### src/rtl/eth_pkg.sv
// Ethernet framing constants, transmitter state encoding and request bundle.
// Shared by the ARP transmitter and the future IP/UDP transmitters.
package eth_pkg;

   typedef enum logic [3:0] {
      S_IDLE,
      S_PRE,
      S_DST,
      S_SRC,
      S_VLAN,
      S_ETYPE,
      S_ARP,
      S_PAD,
      S_FCS,
      S_IFG
   } state_t;

   typedef struct packed {
      logic [47:0] dst;
      logic [47:0] src;
      logic [15:0] tci;
      logic [15:0] oper;
      logic [47:0] sha;
      logic [31:0] spa;
      logic [47:0] tha;
      logic [31:0] tpa;
   } arp_req_t;

   localparam logic [63:0] ETH_PREAMBLE   = 64'h55555555555555D5;
   localparam logic [15:0] ETYPE_ARP      = 16'h0806;
   localparam logic [15:0] ETYPE_VLAN     = 16'h8100;
   localparam logic [15:0] ARP_HTYPE_ETH  = 16'h0001;
   localparam logic [15:0] ARP_PTYPE_IPV4 = 16'h0800;
   localparam logic [7:0]  ARP_HLEN       = 8'd6;
   localparam logic [7:0]  ARP_PLEN       = 8'd4;
   localparam logic [31:0] CRC32_POLY     = 32'hEDB88320;
   localparam logic [31:0] CRC32_SEED     = 32'hFFFFFFFF;
   localparam int          MIN_FRAME_LEN  = 64;

   // 28-byte ARP body, first-on-wire byte in the top bits.
   function automatic logic [223:0] arp_payload(input arp_req_t r);
      return {ARP_HTYPE_ETH, ARP_PTYPE_IPV4, ARP_HLEN, ARP_PLEN,
              r.oper, r.sha, r.spa, r.tha, r.tpa};
   endfunction

endpackage

### src/rtl/eth_crc32_byte.sv
// Byte-serial IEEE 802.3 CRC-32 (reflected), one byte per enabled cycle.
// Ports: clk, rst_n, init (reload seed), en, data[7:0], crc[31:0] running value.
module eth_crc32_byte
   import eth_pkg::*;
(
   input  logic        clk,
   input  logic        rst_n,
   input  logic        init,
   input  logic        en,
   input  logic [7:0]  data,
   output logic [31:0] crc
);

   logic [31:0] crc_nxt;

   always_comb begin
      crc_nxt = crc ^ {24'h0, data};
      for (int b = 0; b < 8; b++) begin
         crc_nxt = crc_nxt[0] ? ((crc_nxt >> 1) ^ CRC32_POLY)
                              : (crc_nxt >> 1);
      end
   end

   always_ff @(posedge clk or negedge rst_n) begin
      if (!rst_n)    crc <= CRC32_SEED;
      else if (init) crc <= CRC32_SEED;
      else if (en)   crc <= crc_nxt;
   end

endmodule

### src/rtl/arp_frame_tx.sv
// ARP frame transmitter: one padded Ethernet II ARP frame per accepted request.
// Ports: clk, rst_n, i_valid/o_ready request handshake, request fields i_*,
// byte stream o_data/o_tx_en, o_done completion pulse, o_frame_cnt frame count.
module arp_frame_tx
   import eth_pkg::*;
#(
   parameter int IFG_CYCLES = 12,
   parameter int VLAN_EN    = 0,
   parameter int CNT_W      = 16
) (
   input  logic             clk,
   input  logic             rst_n,
   input  logic             i_valid,
   output logic             o_ready,
   input  logic [47:0]      i_dst_mac,
   input  logic [47:0]      i_src_mac,
   input  logic [15:0]      i_vlan_tci,
   input  logic [15:0]      i_oper,
   input  logic [47:0]      i_sha,
   input  logic [31:0]      i_spa,
   input  logic [47:0]      i_tha,
   input  logic [31:0]      i_tpa,
   output logic [7:0]       o_data,
   output logic             o_tx_en,
   output logic             o_done,
   output logic [CNT_W-1:0] o_frame_cnt
);

   // Pad brings DST..PAD up to the 60 bytes that precede the FCS.
   localparam int PAD_LEN =
      MIN_FRAME_LEN - 4 - 12 - 2 - 28 - ((VLAN_EN != 0) ? 4 : 0);

   state_t         state, state_nxt;
   logic [7:0]     cnt;
   logic [7:0]     len;
   logic           last;
   logic           accept;
   int             ci;
   arp_req_t       req;
   logic [223:0]   arp;
   logic [31:0]    vlan_tag;
   logic [31:0]    crc;
   logic           crc_en;

   assign accept   = i_valid && o_ready;
   assign ci       = int'(cnt);
   assign arp      = arp_payload(req);
   assign vlan_tag = {ETYPE_VLAN, req.tci};
   assign last     = (cnt == len - 8'd1);

   always_comb begin
      len = 8'd1;
      unique case (state)
         S_PRE:   len = 8'd8;
         S_DST:   len = 8'd6;
         S_SRC:   len = 8'd6;
         S_VLAN:  len = 8'd4;
         S_ETYPE: len = 8'd2;
         S_ARP:   len = 8'd28;
         S_PAD:   len = 8'(PAD_LEN);
         S_FCS:   len = 8'd4;
         S_IFG:   len = 8'(IFG_CYCLES);
         default: len = 8'd1;
      endcase
   end

   always_ff @(posedge clk or negedge rst_n) begin
      if (!rst_n) begin
         state <= S_IDLE;
         cnt   <= '0;
      end else begin
         state <= state_nxt;
         if (state == S_IDLE || last) cnt <= '0;
         else                         cnt <= cnt + 8'd1;
      end
   end

   always_comb begin
      state_nxt = state;
      unique case (state)
         S_IDLE:  if (accept) state_nxt = S_PRE;
         S_PRE:   if (last) state_nxt = S_DST;
         S_DST:   if (last) state_nxt = S_SRC;
         S_SRC:   if (last) state_nxt = (VLAN_EN != 0) ? S_VLAN : S_ETYPE;
         S_VLAN:  if (last) state_nxt = S_ETYPE;
         S_ETYPE: if (last) state_nxt = S_ARP;
         S_ARP:   if (last) state_nxt = S_PAD;
         S_PAD:   if (last) state_nxt = S_FCS;
         S_FCS:   if (last) state_nxt = S_IFG;
         // Accepting in the final gap cycle avoids an idle bubble.
         S_IFG:   if (last) state_nxt = accept ? S_PRE : S_IDLE;
         default: state_nxt = S_IDLE;
      endcase
   end

   always_comb begin
      o_data  = 8'h00;
      o_tx_en = 1'b0;
      o_done  = 1'b0;
      o_ready = 1'b0;
      crc_en  = 1'b0;
      unique case (state)
         S_IDLE: o_ready = 1'b1;
         S_PRE: begin
            o_tx_en = 1'b1;
            o_data  = ETH_PREAMBLE[8*(7-ci) +: 8];
         end
         S_DST: begin
            o_tx_en = 1'b1;
            crc_en  = 1'b1;
            o_data  = req.dst[8*(5-ci) +: 8];
         end
         S_SRC: begin
            o_tx_en = 1'b1;
            crc_en  = 1'b1;
            o_data  = req.src[8*(5-ci) +: 8];
         end
         S_VLAN: begin
            o_tx_en = 1'b1;
            crc_en  = 1'b1;
            o_data  = vlan_tag[8*(3-ci) +: 8];
         end
         S_ETYPE: begin
            o_tx_en = 1'b1;
            crc_en  = 1'b1;
            o_data  = ETYPE_ARP[8*(1-ci) +: 8];
         end
         S_ARP: begin
            o_tx_en = 1'b1;
            crc_en  = 1'b1;
            o_data  = arp[8*(27-ci) +: 8];
         end
         S_PAD: begin
            o_tx_en = 1'b1;
            crc_en  = 1'b1;
         end
         S_FCS: begin
            o_tx_en = 1'b1;
            o_data  = ~crc[8*ci +: 8];
         end
         S_IFG: begin
            o_done  = (cnt == 8'd0);
            o_ready = last;
         end
         default: o_data = 8'h00;
      endcase
   end

   always_ff @(posedge clk or negedge rst_n) begin
      if (!rst_n)      req <= '0;
      else if (accept) req <= '{dst: i_dst_mac, src: i_src_mac,
                                 tci: i_vlan_tci, oper: i_oper,
                                 sha: i_sha, spa: i_spa,
                                 tha: i_tha, tpa: i_tpa};
   end

   always_ff @(posedge clk or negedge rst_n) begin
      if (!rst_n)                     o_frame_cnt <= '0;
      else if (state == S_FCS && last) o_frame_cnt <= o_frame_cnt + CNT_W'(1);
   end

   eth_crc32_byte u_crc (
      .clk   (clk),
      .rst_n (rst_n),
      .init  (accept),
      .en    (crc_en),
      .data  (o_data),
      .crc   (crc)
   );

endmodule

### config.mk
export PLATFORM = sky130hd
export DESIGN_NAME = arp_frame_tx
export DESIGN_NICKNAME = d
export VERILOG_FILES = /design/src/rtl/eth_pkg.sv /design/src/rtl/eth_crc32_byte.sv /design/src/rtl/arp_frame_tx.sv
export SDC_FILE = /design/constraint.sdc
export NUM_CORES = 1
export LEC_CHECK = 0
export BUFFER_PORTS_ARGS = -buffer_cell sky130_fd_sc_hd__buf_2
export CAP_MARGIN = 5
export CORE_MARGIN = 5
export CORE_UTILIZATION = 41
export DETAILED_ROUTE_END_ITERATION = 7
export GPL_TIMING_DRIVEN = 1
export PLACE_DENSITY_LB_ADDON = 0.12
export SKIP_LAST_GASP = 1
export SYNTH_ARGS = -nofsm -noshare
export SYNTH_HDL_FRONTEND = slang
export SYNTH_SLANG_ARGS = --single-unit
### constraint.sdc
create_clock -name clk -period 6.6 [get_ports clk]
set_input_delay 1.32 -clock clk [delete_from_list [all_inputs] [get_ports clk]]
set_output_delay 1.32 -clock clk [all_outputs]
set_load 0.02 [all_outputs]
* After elaboration in Yosys (flattened, before gate mapping)
Memories as Yosys holds them, arrays and structs flattened.
Cells that the tools add are included.
** Word-level totals
- Flip-flop bits (word level) :: 348
- Logic and storage cells :: 94
- Memory bits (read-only) :: 80
- Memories kept :: 1
** Memories
- (no name shown) :: words 16, bits a word 5, read ports 1, clocked after Yosys merged registers in 0, wr ports 0, line arp_frame_tx.sv:53 : unique case (state)
** Cells by class
- Muxes and demuxes :: 27
- Reduce and logical (&&, ||, !) cells :: 10
- Equality and inequality tests :: 19
- Add/subtract/negate cells :: 8
- Bitwise logic cells :: 10
- Shifts and indexed selects :: 7
** Operators with widths (count)
- two-way mux 32 bit :: 10
- variable part select 224 x 12 -> 8 bit :: 1
- inverter 13 -> 14 bit :: 8
- variable part select 48 x 12 -> 8 bit :: 2
- variable part select 32 x 12 -> 8 bit :: 2
- variable part select 64 x 12 -> 8 bit (first input constant) :: 1
- one-hot mux 8 bit (7 select lines) :: 1
- two-way mux 4 bit :: 9
- one-hot mux 4 bit (9 select lines) :: 1
- XOR 32 x 8 -> 32 bit :: 1
- subtractor 3 x 8 -> 9 bit (first input constant) :: 2
- adder 16 x 1 -> 16 bit (second input constant) :: 1
- equality test 4 x 3 -> 1 bit (second input constant) :: 4
- inequality test 2 bit (second input constant) :: 8
- variable part select 16 x 12 -> 8 bit (first input constant) :: 1
- AND reduction 9 bit :: 1
- subtractor 1 x 8 -> 9 bit (first input constant) :: 1
- subtractor 2 x 8 -> 9 bit (first input constant) :: 1
- subtractor 5 x 8 -> 9 bit (first input constant) :: 1
- adder 8 x 1 -> 8 bit (second input constant) :: 1
- equality test 4 x 2 -> 1 bit (second input constant) :: 2
- equality test 4 bit (second input constant) :: 2
- equality test 8 bit :: 1
- zero test 8 bit :: 1
- other kinds (14) :: 18

* Longest topological paths before layout
- Depth in word-level cells :: 22
- Gate-level depth with buffers :: 17

* By module
A second synthesis with hierarchy kept.
** Second synthesis, totals
- Cell total of the unflattened synthesis :: 1259
- Area total of the unflattened synthesis :: 17365.4 um2
** By module, submodules not included
- arp_frame_tx :: sequential area each 7907.6 um2, cells an instance 1067, area each 15287.2 um2, instances 1
- eth_crc32_byte :: sequential area each 840.8 um2, cells an instance 192, area each 2078.2 um2, instances 1

* Least setup slack after synthesis
OpenSTA, ideal clock, no wires.
- Path type :: register -> register
- Start :: reg cnt[2]
- End :: reg u_crc.crc[25]
- Cell stages (with the launch flop) :: 16
- Path slack :: 2065 ps
- Clock period less this slack :: 4535 ps
- Arrival :: 4462 ps
- Path through :: dfrtp_1 > buf_2 > buf_2 > buf_1 > inv_1 > ha_1 > buf_2 > mux4_2 > mux2_2 > nand3_1 > o311ai_0 > a311o_2 > xor2_1 > xnor3_2 > xnor3_1 > a21oi_1
** Between the ends
- Elaborated cells between the ends (all ways) :: 34
- Those cells by class :: 5 x add/sub; 1 x eq/ne; 7 x shift; 12 x mux; 7 x bitwise; 2 x reduce/logical
** RTL lines
- start: declaration :: line arp_frame_tx.sv:34 : logic [7:0] cnt;
- start signal: assignment :: line arp_frame_tx.sv:74 : else cnt <= cnt + 8'd1;
- subtractor 5 x 8 -> 9 bit (tied with other cells) :: line arp_frame_tx.sv:131 : o_data = arp[8*(27-ci) +: 8];
- variable part select 224 x 12 -> 8 bit (tied with other cells) :: line arp_frame_tx.sv:131
- one-hot mux 8 bit (7 select lines) (*) :: line arp_frame_tx.sv:102 : unique case (state)
- net o_data[0] :: line arp_frame_tx.sv:23 : output logic [7:0] o_data,
- XOR 32 x 8 -> 32 bit (*) :: line eth_crc32_byte.sv:17 : crc_nxt = crc ^ {24'h0, data};
- two-way mux 32 bit (*) (8 in series) :: line eth_crc32_byte.sv:19 : crc_nxt = crc_nxt[0] ? ((crc_nxt >> 1) ^ CRC32_POLY)
- two-way mux 32 bit (*) :: line eth_crc32_byte.sv:27 : else if (en) crc <= crc_nxt;
- two-way mux 32 bit (*) :: line eth_crc32_byte.sv:26 : else if (init) crc <= CRC32_SEED;
- end signal: assignment :: line eth_crc32_byte.sv:27
- end: declaration :: line eth_crc32_byte.sv:11 : output logic [31:0] crc
The timed path passes the listed nets; every way through them passes the cells marked *. The select of a mux whose other input is x is not followed.
A chain may end at the register's enable or synchronous reset.

* Worst setup path in the final report
- Start :: reg cnt[2]
- End :: out o_data[1]
** Between the ends
- Longest elaborated chain between the ends :: 3
- Elaborated cells between the ends (all ways) :: 14
- Those cells by class :: 5 x add/sub; 7 x shift; 1 x mux; 1 x bitwise
** Ends and longest elaborated chain (line)
- subtractor 5 x 8 -> 9 bit (tied with other cells) :: arp_frame_tx.sv:131
- variable part select 224 x 12 -> 8 bit (tied with other cells) :: arp_frame_tx.sv:131
- one-hot mux 8 bit (7 select lines) (*) :: arp_frame_tx.sv:102
- end: declaration :: arp_frame_tx.sv:23
Mark *: on every way between the ends. The rest lies on a longest branch, timed or not.

==> results.cfg <==
[outcome]
status = completed

[placed_design]
setup_slack_at_placement_ps = 1310
io_buffers = 317
hpwlAfterDp_um = 37800
place_congestion = 0.837

[flow_run]
max_cap_viol = 0

[clock_network]
clock_latency_ps = 570
postCtsSetupBuffers = 0
clock-root-buffer = sky130_fd_sc_hd__clkbuf_16
tritoncts = done
cts-buffers-inserted = 41
post_cts_resize_count = 0
clock_sink_count = 348
clockBufferDepth = 3
htree_levels = 2
cts_hold_repair.buffers = 0
clk_transition_reported_paths_ps = 50

[logic_synthesis]
yosys_warnings = 0
synth.ff_latch_count = 348
synth_nets = 1622
syn_area_per_cell_um2 = 13.5
ys_top_cells_by_area = sky130_fd_sc_hd__dfrtp_1, sky130_fd_sc_hd__mux2_2, sky130_fd_sc_hd__dfstp_2, sky130_fd_sc_hd__mux4_2, sky130_fd_sc_hd__mux2i_1
netlist_instances = 1320
synth.lib_cells_used.distinct = 83
synth_enable_flop_cells = 0
netlist.area_leader.share_pct = 44.4
seq_area_frac_synth_pct = 49.1
synthArstFlopShare_pct = 100
ys_top_cells_by_count = sky130_fd_sc_hd__dfrtp_1, sky130_fd_sc_hd__mux2_2, sky130_fd_sc_hd__xnor2_1
synth.cell_area_um2 = 17800
leading_cell_type_by_number_of_instances_after_synthesis = sky130_fd_sc_hd__dfrtp_1
yosys.area.top_type = sky130_fd_sc_hd__dfrtp_1
dominantRegCellSynth = sky130_fd_sc_hd__dfrtp_1

[hold_path]
worst_hold_path.num_cells = 1
min-delay-path-class = reg2reg

[drt]
route.detailed.wl_per_inst_um = 23.0
drt_drc_violations_left = 0
drt-pass1-iter-count = 6
ant_nets = 0
dr_total_vias = 11900
vias_per_cell = 5.37
detail_route.wirelength_um = 51100
initialDrtViolationCount = 809

[timing]
grt_setup_unrepaired = false
slew-limit-headroom_pct = 30.4
min_period_over_period_pct = 84.4
setup_viol = 0
postLayoutSetupSlackWorst_ps = 1030
slew_viol_final = 0
max_freq_mhz = 180
final-hold-violation-count = 0
layout_min_cycle_time_ps = 5570
clock_skew_ps = 26.9
tightestPinTransition_ps = 1040
timing.setup.tns_ps = 0

[floorplan]
die_h_um = 219
num_io_pins = 318
rows = 76
die_x_um = 219
design.die.area_um2 = 47800
initial_core_util_pct = 41.4
coreArea_um2 = 43100

[pwr]
static-leakage-power_nw = 10.6
power_dens_cells_nw_per_um2 = 213
ir_worst_vdd_mv = 0.172

[worst_setup_path]
ff2ff_path_depth = 11
setup.worst_path.end_class = output pin
timing.critical_path.from = cnt[2]$_DFF_PN0_
timing.rr.end = u_crc.crc[25]$_DFFE_PN1P_
required_ps = 5280
worst-setup-path-type = reg2out
reg2reg_slack_ps = 1320
path_max_fanout = 27
regToRegStartpoint = cnt[2]$_DFF_PN0_
critPathLaunchType = flip-flop
critPathCapture = o_data[1]
critical_path_arrival_ps = 4250

[global_routing]
track_usage_pct = 21.3
grt_first_pass_wirelength_um = 77100
antenna_found_initial = 6
grt_start_max_net_pins = 147
global_route.overflow_total = 0
via_count_of_the_first_global_routing_pass = 12500

[cells_and_area]
drive_gt1_share_pct = 48.8
nets = 1909
area_growth_pct = 18.5
through the flow:
| stage | area [um2] | std cells | power (mW) | utilization, % | hold WS [ps] |
|---|---|---|---|---|---|
| after floorplan | 17800 | 1320 | 2.18 | - | 471 |
| after global placement | 19800 | 2149 | 2.32 | 46.0 | 457 |
| after detailed placement | 19800 | 2149 | 2.32 | 46.0 | 454 |
| after CTS | 21100 | 2221 | 4.57 | 49.0 | 465 |
| after global routing | 21100 | 2223 | 4.66 | 49.0 | 482 |
| final | 21100 | 2223 | 4.50 | 49.0 | 459 |
cell families after synthesis:
kind of cell	share of synthesized area (%)
xor gates and xnor gates	6.22
buffers and inverters	3.50
AOI/OAI and AO/OA	5.61
adders and majority gates	0.772
muxes	28.2
and+or+nand+nor	6.63
DFF	49.1
layout make-up:
type / instances / area [um2]
fill: 3914 / 21900
sequential: 348 / 8750
multi-input combinational: 868 / 8470
timing repair buffer: 334 / 1790
clock buffer: 56 / 1160
tap: 585 / 732
clock inverter: 16 / 161
inverter: 14 / 52.6
antenna: 2 / 5.00
per-layer routing:
layer | wire length (um) | part of all wire, % | global-route usage, % | up-vias
met3 | 2800 | 5.5 | 4.38 | 70
met2 | 23900 | 47 | 33.1 | 314
met4 | 1260 | 2.5 | 6.36 | 10
met1 | 23100 | 45 | 30.2 | 6093
li1 | - | - | - | 5457
met5 | 87 | 0.17 | 0.521 | -
critical path: stages (launching register included):
cell                      delay [ps]
sky130_fd_sc_hd__dfrtp_2         740
sky130_fd_sc_hd__inv_1           240
sky130_fd_sc_hd__ha_1            800
sky130_fd_sc_hd__buf_4           380
sky130_fd_sc_hd__mux4_2          350
sky130_fd_sc_hd__mux2i_1         260
sky130_fd_sc_hd__nor3_1          120
sky130_fd_sc_hd__or4_4           590
sky130_fd_sc_hd__buf_2           190
flip-flops by register name (all words and copies together) (netlist names):
name,flops
arp,176
cnt,8
o_frame_cnt,16
req,112
state,4
u_crc.crc,32
report_power, final:
part           total [mW]  leakage [nW]  internal, mW  switching, mW
Clock                2.22         0.653          1.31          0.910
Sequential           2.14          4.72          2.14              0
Combinational       0.144          5.19        0.0640         0.0797
Total                4.50          10.6          3.51          0.990
cell usage in the layout, fill, tap and decap left out, types with 21 or more instances in the layout:
cell and n:
sky130_fd_sc_hd__nor3_1 45, sky130_fd_sc_hd__nor2_1 38, sky130_fd_sc_hd__nand3_1 29, sky130_fd_sc_hd__xor2_1 21, sky130_fd_sc_hd__a21oi_1 41, sky130_fd_sc_hd__nand2_1 37, sky130_fd_sc_hd__mux2i_1 45, sky130_fd_sc_hd__xnor2_1 49
sky130_fd_sc_hd__mux4_2 37, sky130_fd_sc_hd__o21ai_0 23, sky130_fd_sc_hd__mux2_2 302, sky130_fd_sc_hd__clkbuf_16 41, sky130_fd_sc_hd__buf_2 316, sky130_fd_sc_hd__dfstp_2 32, sky130_fd_sc_hd__dfrtp_1 313
worst min path at each step:
stage	end	slack (ps)	startpoint
finish	o_frame_cnt[15]$_DFFE_PN0P_	460	o_frame_cnt[15]$_DFFE_PN0P_
global route	o_frame_cnt[15]$_DFFE_PN0P_	480	o_frame_cnt[15]$_DFFE_PN0P_
CTS	o_frame_cnt[15]$_DFFE_PN0P_	470	o_frame_cnt[15]$_DFFE_PN0P_
detailed placement	o_frame_cnt[15]$_DFFE_PN0P_	450	o_frame_cnt[15]$_DFFE_PN0P_
global placement	o_frame_cnt[15]$_DFFE_PN0P_	460	o_frame_cnt[15]$_DFFE_PN0P_
floorplan	arp[144]$_DFFE_PN0P_	470	arp[144]$_DFFE_PN0P_
(Power assumes the default switching activity.)
